**config.mk**
```make
export PLATFORM = sky130hd
export DESIGN_NAME = ram_wt
export DESIGN_NICKNAME = d
export VERILOG_FILES = /design/src/rtl/cpu15_pkg.sv /design/src/rtl/io_out_port.sv /design/src/rtl/ram_wt.sv
export SDC_FILE = /design/constraint.sdc
export NUM_CORES = 1
export LEC_CHECK = 0
export ABC_AREA = 1
export BUFFER_PORTS_ARGS = -buffer_cell sky130_fd_sc_hd__buf_2
export CORE_MARGIN = 1
export CORE_UTILIZATION = 45
export DETAILED_ROUTE_END_ITERATION = 8
export MAX_ROUTING_LAYER = met4
export PLACE_DENSITY = 0.71
export SLEW_MARGIN = 10
export SYNTH_ARGS = -nofsm -noshare
export SYNTH_HDL_FRONTEND = slang
export SYNTH_SLANG_ARGS = --single-unit
```
**constraint.sdc**
```tcl
create_clock -name CLK_WT -period 3.2 [get_ports CLK_WT]
set_clock_uncertainty 0.1 [all_clocks]
set_input_delay 0.48 -clock CLK_WT [delete_from_list [all_inputs] [get_ports CLK_WT]]
set_output_delay 0.48 -clock CLK_WT [all_outputs]
set_load 0.03 [all_outputs]
```
**src/rtl/cpu15_pkg.sv**
```systemverilog
// Shared constants and types for the cpu15 memory slice (ram_wt, ram_dc).
//   DATA_W / AD_W : data word and address widths
//   RAM_BASE/SIZE : RAM window in the address map (word n at RAM_BASE + n)
//   IO_MATCH      : value of address bits [AD_W-1:AD_W-2] selecting the output port
//   io_state_t    : output-port FSM states
package cpu15_pkg;

  localparam int DATA_W   = 16;
  localparam int AD_W     = 8;
  localparam int RAM_BASE = 0;
  localparam int RAM_SIZE = 8;

  localparam logic [1:0] IO_MATCH = 2'b01;

  typedef enum logic {
    IDLE = 1'b0,
    FULL = 1'b1
  } io_state_t;

endpackage

```
**src/rtl/io_out_port.sv**
```systemverilog
// Single-entry output port with a valid/ack handshake.
//   clk   : clock, all state on rising edge
//   rst   : synchronous active-high reset (clears data, drops valid)
//   wr    : port write request this cycle (already address-decoded)
//   ack   : consumer has taken dout this cycle
//   din   : write data
//   dout  : held output word
//   valid : dout holds unconsumed data (FSM in FULL)
//   busy  : write request stalled this cycle; requester must hold it
module io_out_port
#(
  parameter int DATA_W = cpu15_pkg::DATA_W
)
(
  input  logic              clk,
  input  logic              rst,
  input  logic              wr,
  input  logic              ack,
  input  logic [DATA_W-1:0] din,
  output logic [DATA_W-1:0] dout,
  output logic              valid,
  output logic              busy
);

  import cpu15_pkg::*;

  io_state_t state_q;
  io_state_t state_d;
  logic      load;

  always_comb begin
    state_d = state_q;
    load    = 1'b0;
    busy    = 1'b0;
    case (state_q)
      IDLE: begin
        // ack is meaningless with nothing held, so it is ignored here
        if (wr) begin
          load    = 1'b1;
          state_d = FULL;
        end
      end
      FULL: begin
        if (ack) begin
          // consumer frees the slot in the same cycle a new word arrives:
          // refill without passing through IDLE
          if (wr) load    = 1'b1;
          else    state_d = IDLE;
        end else if (wr) begin
          busy = 1'b1;
        end
      end
      default: state_d = IDLE;
    endcase
    // reset wins over everything, so nothing is ever reported stalled under it
    if (rst) busy = 1'b0;
  end

  always_ff @(posedge clk) begin
    if (rst) begin
      state_q <= IDLE;
      dout    <= '0;
    end else begin
      state_q <= state_d;
      if (load) dout <= din;
    end
  end

  assign valid = (state_q == FULL);

endmodule

```
**src/rtl/ram_wt.sv**
```systemverilog
// Write side of the cpu15 RAM: address decode, 8-word register RAM, output
// port, and sticky unmapped-address flag. RAM_0..RAM_7 feed ram_dc directly.
//   CLK_WT     : clock, all state on rising edge
//   RESET      : synchronous active-high reset
//   RAM_WEN    : write request this cycle
//   RAM_AD_IN  : write address
//   RAM_IN     : write data
//   IO64_ACK   : consumer has taken IO64_OUT
//   RAM_0..7   : stored RAM words
//   IO64_OUT   : output-port data
//   IO64_VALID : IO64_OUT holds unconsumed data
//   RAM_BUSY   : current write stalled (port full, no ack)
//   AD_ERR     : sticky, set by a write to an unmapped address
module ram_wt
#(
  parameter int DATA_W    = cpu15_pkg::DATA_W,
  parameter int AD_W      = cpu15_pkg::AD_W,
  parameter int RAM_DEPTH = cpu15_pkg::RAM_SIZE
)
(
  input  logic              CLK_WT,
  input  logic              RESET,
  input  logic              RAM_WEN,
  input  logic [AD_W-1:0]   RAM_AD_IN,
  input  logic [DATA_W-1:0] RAM_IN,
  input  logic              IO64_ACK,
  output logic [DATA_W-1:0] RAM_0,
  output logic [DATA_W-1:0] RAM_1,
  output logic [DATA_W-1:0] RAM_2,
  output logic [DATA_W-1:0] RAM_3,
  output logic [DATA_W-1:0] RAM_4,
  output logic [DATA_W-1:0] RAM_5,
  output logic [DATA_W-1:0] RAM_6,
  output logic [DATA_W-1:0] RAM_7,
  output logic [DATA_W-1:0] IO64_OUT,
  output logic              IO64_VALID,
  output logic              RAM_BUSY,
  output logic              AD_ERR
);

  import cpu15_pkg::*;

  localparam int              IDX_W      = $clog2(RAM_DEPTH);
  localparam logic [AD_W-1:0] RAM_BASE_A = AD_W'(RAM_BASE);

  logic [DATA_W-1:0] mem [RAM_DEPTH];
  logic              ram_hit;
  logic              io_hit;
  logic              unmapped;
  logic [IDX_W-1:0]  ram_idx;

  // RAM window is an aligned block, so a match on the upper bits is enough;
  // the port claims a whole quarter of the map via the top two bits
  always_comb begin
    ram_hit  = (RAM_AD_IN[AD_W-1:IDX_W] == RAM_BASE_A[AD_W-1:IDX_W]);
    io_hit   = (RAM_AD_IN[AD_W-1 -: 2] == IO_MATCH);
    unmapped = !ram_hit && !io_hit;
    ram_idx  = RAM_AD_IN[IDX_W-1:0];
  end

  always_ff @(posedge CLK_WT) begin
    if (RESET) begin
      for (int i = 0; i < RAM_DEPTH; i++) mem[i] <= '0;
      AD_ERR <= 1'b0;
    end else begin
      if (RAM_WEN && ram_hit)  mem[ram_idx] <= RAM_IN;
      if (RAM_WEN && unmapped) AD_ERR       <= 1'b1;
    end
  end

  assign RAM_0 = mem[0];
  assign RAM_1 = mem[1];
  assign RAM_2 = mem[2];
  assign RAM_3 = mem[3];
  assign RAM_4 = mem[4];
  assign RAM_5 = mem[5];
  assign RAM_6 = mem[6];
  assign RAM_7 = mem[7];

  io_out_port #(
    .DATA_W (DATA_W)
  ) u_io_out_port (
    .clk   (CLK_WT),
    .rst   (RESET),
    .wr    (RAM_WEN && io_hit),
    .ack   (IO64_ACK),
    .din   (RAM_IN),
    .dout  (IO64_OUT),
    .valid (IO64_VALID),
    .busy  (RAM_BUSY)
  );

endmodule

```
Yosys cells after proc, flatten, opt, wreduce, memory -nomap -nowiden
Memories as Yosys holds them, arrays and structs flattened. Index checks and enable logic that the tools add are counted.

Memories kept: 1. Input port bits: 28. Bits in writable memories: 128. Register bits after elaboration: 18.

Bitwise logic cells: 1. Equal/unequal tests: 1. Multiplexer cells: 16. Reductions and logical operators: 8.

Memory list: mem (words 8, bits a word 16, rd ports 8, clocked after Yosys merged registers in 0, wr ports 8, line ram_wt.sv:46) `logic [DATA_W-1:0] mem [RAM_DEPTH];`.

Operators with widths (count): two-way mux 16 bit (1); OR reduction 16 bit (1); two-way mux 1 bit (12); logical NOT 5 bit (1); logical AND 1 bit (4); case mux 1 bit (2 select lines) (2); two-way mux 3 bit (1); equality test 2 x 1 -> 1 bit, second input constant (1); logical NOT 1 bit (2); inverter 1 bit (1).

Logic depth before layout (Yosys ltp)
Word-level depth: 7. Mapped depth: 7. Depth with buffers taken out: 6.

By module
A second synthesis with hierarchy kept.

Cells, all modules: 437. Area, all modules: 5652.9 um2.

Modules (own cells, without submodules): ram_wt (area an instance 4842.1 um2, instances 1, cells each 326); io_out_port (area an instance 810.8 um2, instances 1, cells each 111).

Worst setup path after synthesis
No wires, ideal clock.

Path kind: input port to flip-flop. Start: in RAM_WEN. End: mem mem[1][0], enable pin. Path slack: 1.138 ns. Arrival: 1.591 ns. Cell stages on the path: 6. Setup time: 0.372 ns. Cells stage by stage: buf_4 -> inv_2 -> nor2_8 -> nand3_4 -> buf_6 -> nand2_1.

RTL lines: start, declared (line ram_wt.sv:23) `input logic RAM_WEN,`; end, declared (line ram_wt.sv:46).

Worst setup path after layout
Start: in RAM_AD_IN[7]. End: out RAM_BUSY.

Word-level cells in the longest chain between the ends: 6.

RTL lines: start, declared (line ram_wt.sv:24) `input logic [AD_W-1:0] RAM_AD_IN,`; equality test 2 x 1 -> 1 bit (line ram_wt.sv:56) `io_hit = (RAM_AD_IN[AD_W-1 -: 2] == IO_MATCH);`; logical AND 1 bit (line ram_wt.sv:85) `.wr (RAM_WEN && io_hit),`; two-way mux 1 bit (line io_out_port.sv:49) `end else if (wr) begin`; two-way mux 1 bit (line io_out_port.sv:44) `if (ack) begin`; two-way mux 1 bit (line io_out_port.sv:35) `case (state_q)`; two-way mux 1 bit (line io_out_port.sv:56) `if (rst) busy = 1'b0;`; end, declared (line ram_wt.sv:37) `output logic RAM_BUSY,`.

No other way between the ends.

==> summary.txt <==
Outcome
  – Status: completed

Critical path
  – Library cell appearing most often on the critical path: buf_2
  – Required time worst endpoint: 2.62 ns
  – Critical-path cell list: buf_2 > nor2_2 > nand2_1 > nor2_1 > buf_2
  – Endpoint class of the critical path: output port
  – Worst r2r src: u_io_out_port.valid$_SDFF_PP0_
  – Worst-path fanout max: 18
  – Critical R2R Capture: u_io_out_port.dout[1]$_SDFFE_PP0P_
  – Master of the slowest instance on the critical path: nor2_2
  – Reg-to-reg slack, setup: 1.59 ns
  – CP arrival: 1.63 ns
  – Path depth of the worst reg2reg path: 5
  – Delay contributed by the slowest stage of the critical path: 0.53 ns
  – Crit path launch type: input port
  – Critical path start-end classification: input port to output port

Floorplan
  – Die area: 0.0128 mm²
  – Placeable core region: 0.0120 mm²
  – Number of core rows: 40
  – Top-level port count: 175
  – Chip Width: 113 µm
  – Initial Util: 46.1%
  – Chip Height: 113 µm

GRT
  – Via count of the first global-routing pass: 3576
  – Maximum number of pins on one net before global-route repair: 25
  – Total gr overflow: 0
  – First-pass GRT wire length: 19900 µm
  – Global-route usage over all layers: 22.4%
  – Initial antenna violation count: 0

Clocking
  – Number of levels the H-tree was split into: 4
  – CTS tree: yes
  – TritonCTS sink count: 146
  – Clock insertion delay at the later pin of the skew report: 0.42 ns
  – Hold_buf cts: 0
  – Number of buffers created by CTS: 17
  – Number of cells upsized or downsized after cts: 0
  – Clk root buf: clkbuf_16
  – Bufs on Longest Clock Path: 2
  – Setup Buffers After CTS: 0
  – Clock-pin transition on the worst setup and hold timing paths: 0.06 ns

Flow run
  – # Max-Cap Violations: 0

Min path
  – Worst Hold Path EP: AD_ERR$_SDFFE_PP0P_
  – Hold_sp: RESET
  – Hold Crit Class: input port to flip-flop
  – Hold depth: 2

Logic synthesis
  – Netlist area before placement: 0.00554 mm²
  – Synthesized instance count: 422
  – Post-synthesis sequential element count: 146
  – Synth unique cells: 22
  – Post-Synthesis Net Count: 450
  – YS warnings: 0
  – Mean cell area of the mapped netlist: 13.1 µm²
  – Sequential share of the synthesized area: 75.9%

Layout
  – Ant. Diodes: 0
  – Fill cell instance count of the final layout: 1008
  – Fraction of final layout cells sized beyond drive strength 1: 37.4%
  – Utilization after layout: 59.4%
  – Fin nets: 628
  – Synthesis-to-finish area growth: 28.7%

Timing
  – Achievable frequency: 452 MHz
  – Sum Neg Setup Slack: 0 ns
  – Setup repair after global routing missed its margin: no
  – Tmin final: 2.21 ns
  – Final Hold Violating Endpoints: 0
  – Max-slew headroom at the worst pin: 52.9%
  – Setup slack of the critical path after layout: 0.986 ns
  – Hold WS: 0.242 ns
  – Final worst-path cycle share: 69.2%
  – Slew @ Worst Pin: 0.705 ns
  – Setup-violating endpoint count in the final report: 0
  – Final Slew Violations: 0

Placement
  – Placement Setup Slack: 0.667 ns
  – Final weighted congestion in routability-driven placement: 0.819
  – Number of port buffers: 174
  – Hpwl dp: 9380 µm

Drt
  – Number of iterations in the first detailed-routing pass: 4
  – Highest Signal Layer: met4
  – Detail-routed via count per cell: 5.06
  – Antenna violation net count after detailed routing: 0
  – WL per Instance: 17.9 µm
  – DR iter-0 viols: 324
  – Sum of met2 wire segment lengths after detailed routing: 6290 µm
  – Final routed wirelength across all metal layers: 13600 µm
  – Count of unresolved DRC violations after routing: 0
  – Detailed-routed wire length on met3: 936 µm
  – Routed via count: 3849
  – Routed metal-1 wirelength: 6140 µm

Pwr
  – Power Total: 0.00485 W
  – Lkg Pwr: 2.99 nW
  – Worst IR Drop VDD: 428 µV
  – Total power divided by cell area: 680 mW/mm²
## how the worst max path moves through the flow
stage                 start                      end
6_report       RAM_AD_IN[7]                 RAM_BUSY
5_1_grt        RAM_AD_IN[6]                 RAM_BUSY
4_1_cts        RAM_AD_IN[7]                 RAM_BUSY
3_5_place_dp        RAM_WEN  mem[0][6]$_SDFFCE_PN0P_
3_3_place_gp        RAM_WEN  mem[0][3]$_SDFFCE_PN0P_
2_1_floorplan       RAM_WEN  mem[1][0]$_SDFFCE_PN0P_
## report_power, final
group	total (W)	internal, W	switching (W)
registers	0.00220	0.00216	0.0000375
logic	0.000461	0.0000968	0.000364
clock network	0.00219	0.00139	0.000796
total	0.00485	0.00365	0.00120
## cells in the final DEF (no fill, tap or decap), types with 3 or more instances in the layout
cell type	instances
buf_2	174
bufinv_16	5
clkbuf_16	17
clkinv_1	17
clkinv_4	5
dfxtp_1	18
edfxtp_1	128
inv_1	8
inv_6	3
nand2_1	29
nand3_4	8
nand4_1	16
nor2_1	162
nor2_2	8
## registers in the layout, summed over array words and instances (netlist names)
signal	cells
u_io_out_port.dout	16
mem	128
AD_ERR	1
u_io_out_port.valid	1
## Yosys cell counts
| master | number | area share [%] |
|---|---|---|
| o21ai_0 | 1 | 0.090 |
| buf_6 | 8 | 1.6 |
| nor2_1 | 162 | 11 |
| nand3_4 | 8 | 2.5 |
| nor3_1 | 2 | 0.18 |
| nand3_1 | 2 | 0.18 |
| clkbuf_1 | 4 | 0.27 |
| nor2_2 | 8 | 0.90 |
| inv_2 | 2 | 0.14 |
| buf_2 | 2 | 0.18 |
| dfxtp_1 | 18 | 6.5 |
| nor2_4 | 2 | 0.41 |
| nand4_1 | 16 | 1.8 |
| buf_4 | 1 | 0.14 |
| inv_1 | 8 | 0.54 |
| edfxtp_1 | 128 | 69 |
| nand2_2 | 1 | 0.11 |
| a21oi_1 | 1 | 0.090 |
| nand2_1 | 29 | 2.0 |
| clkinv_1 | 16 | 1.1 |
| nor2_8 | 2 | 0.72 |
| nand2_4 | 1 | 0.20 |
## critical path, delay by kind of cell
| family | cells | cell delay (ns) |
|---|---|---|
| and+or+nand+nor | 3 | 0.80 |
| buffers and inverters | 2 | 0.35 |
## cell families (layout without fill, tap and decap cells)
| kind of cell | count (synthesis) | after routing | synth area share, % |
|---|---|---|---|
| and+or+nand+nor | 233 | 233 | 20.0 |
| DFF | 146 | 146 | 75.9 |
| buffers and inverters | 41 | 232 | 3.97 |
| AOI/OAI and AO/OA | 2 | 2 | 0.180 |
## final cells by class
type / count / area [µm²] / area share, %
flip-flops and latches: 146 / 4200 / 59.0
repair buffers: 174 / 871 / 12.2
well taps: 147 / 184 / 2.58
inverters: 26 / 97.6 / 1.37
clock buffers: 17 / 425 / 5.97
clock inverters: 15 / 231 / 3.25
multi-input cells: 235 / 1120 / 15.7
## stage by stage
| step | instance area (µm²) | cells |
|---|---|---|
| floorplan | 5540 | 422 |
| global placement | 6470 | 728 |
| detailed placement | 6470 | 728 |
| CTS | 7130 | 760 |
| global route | 7130 | 760 |
| finish | 7130 | 760 |
## metal layers
| metal | global-route usage, % | vias up |
|---|---|---|
| met1 | 30.2 | 1866 |
| li1 | - | 1781 |
| met4 | 7.37 | 0 |
| met2 | 33.6 | 183 |
| met5 | - | - |
| met3 | 5.78 | 19 |
No activity file was read; power rests on OpenSTA's default activity.
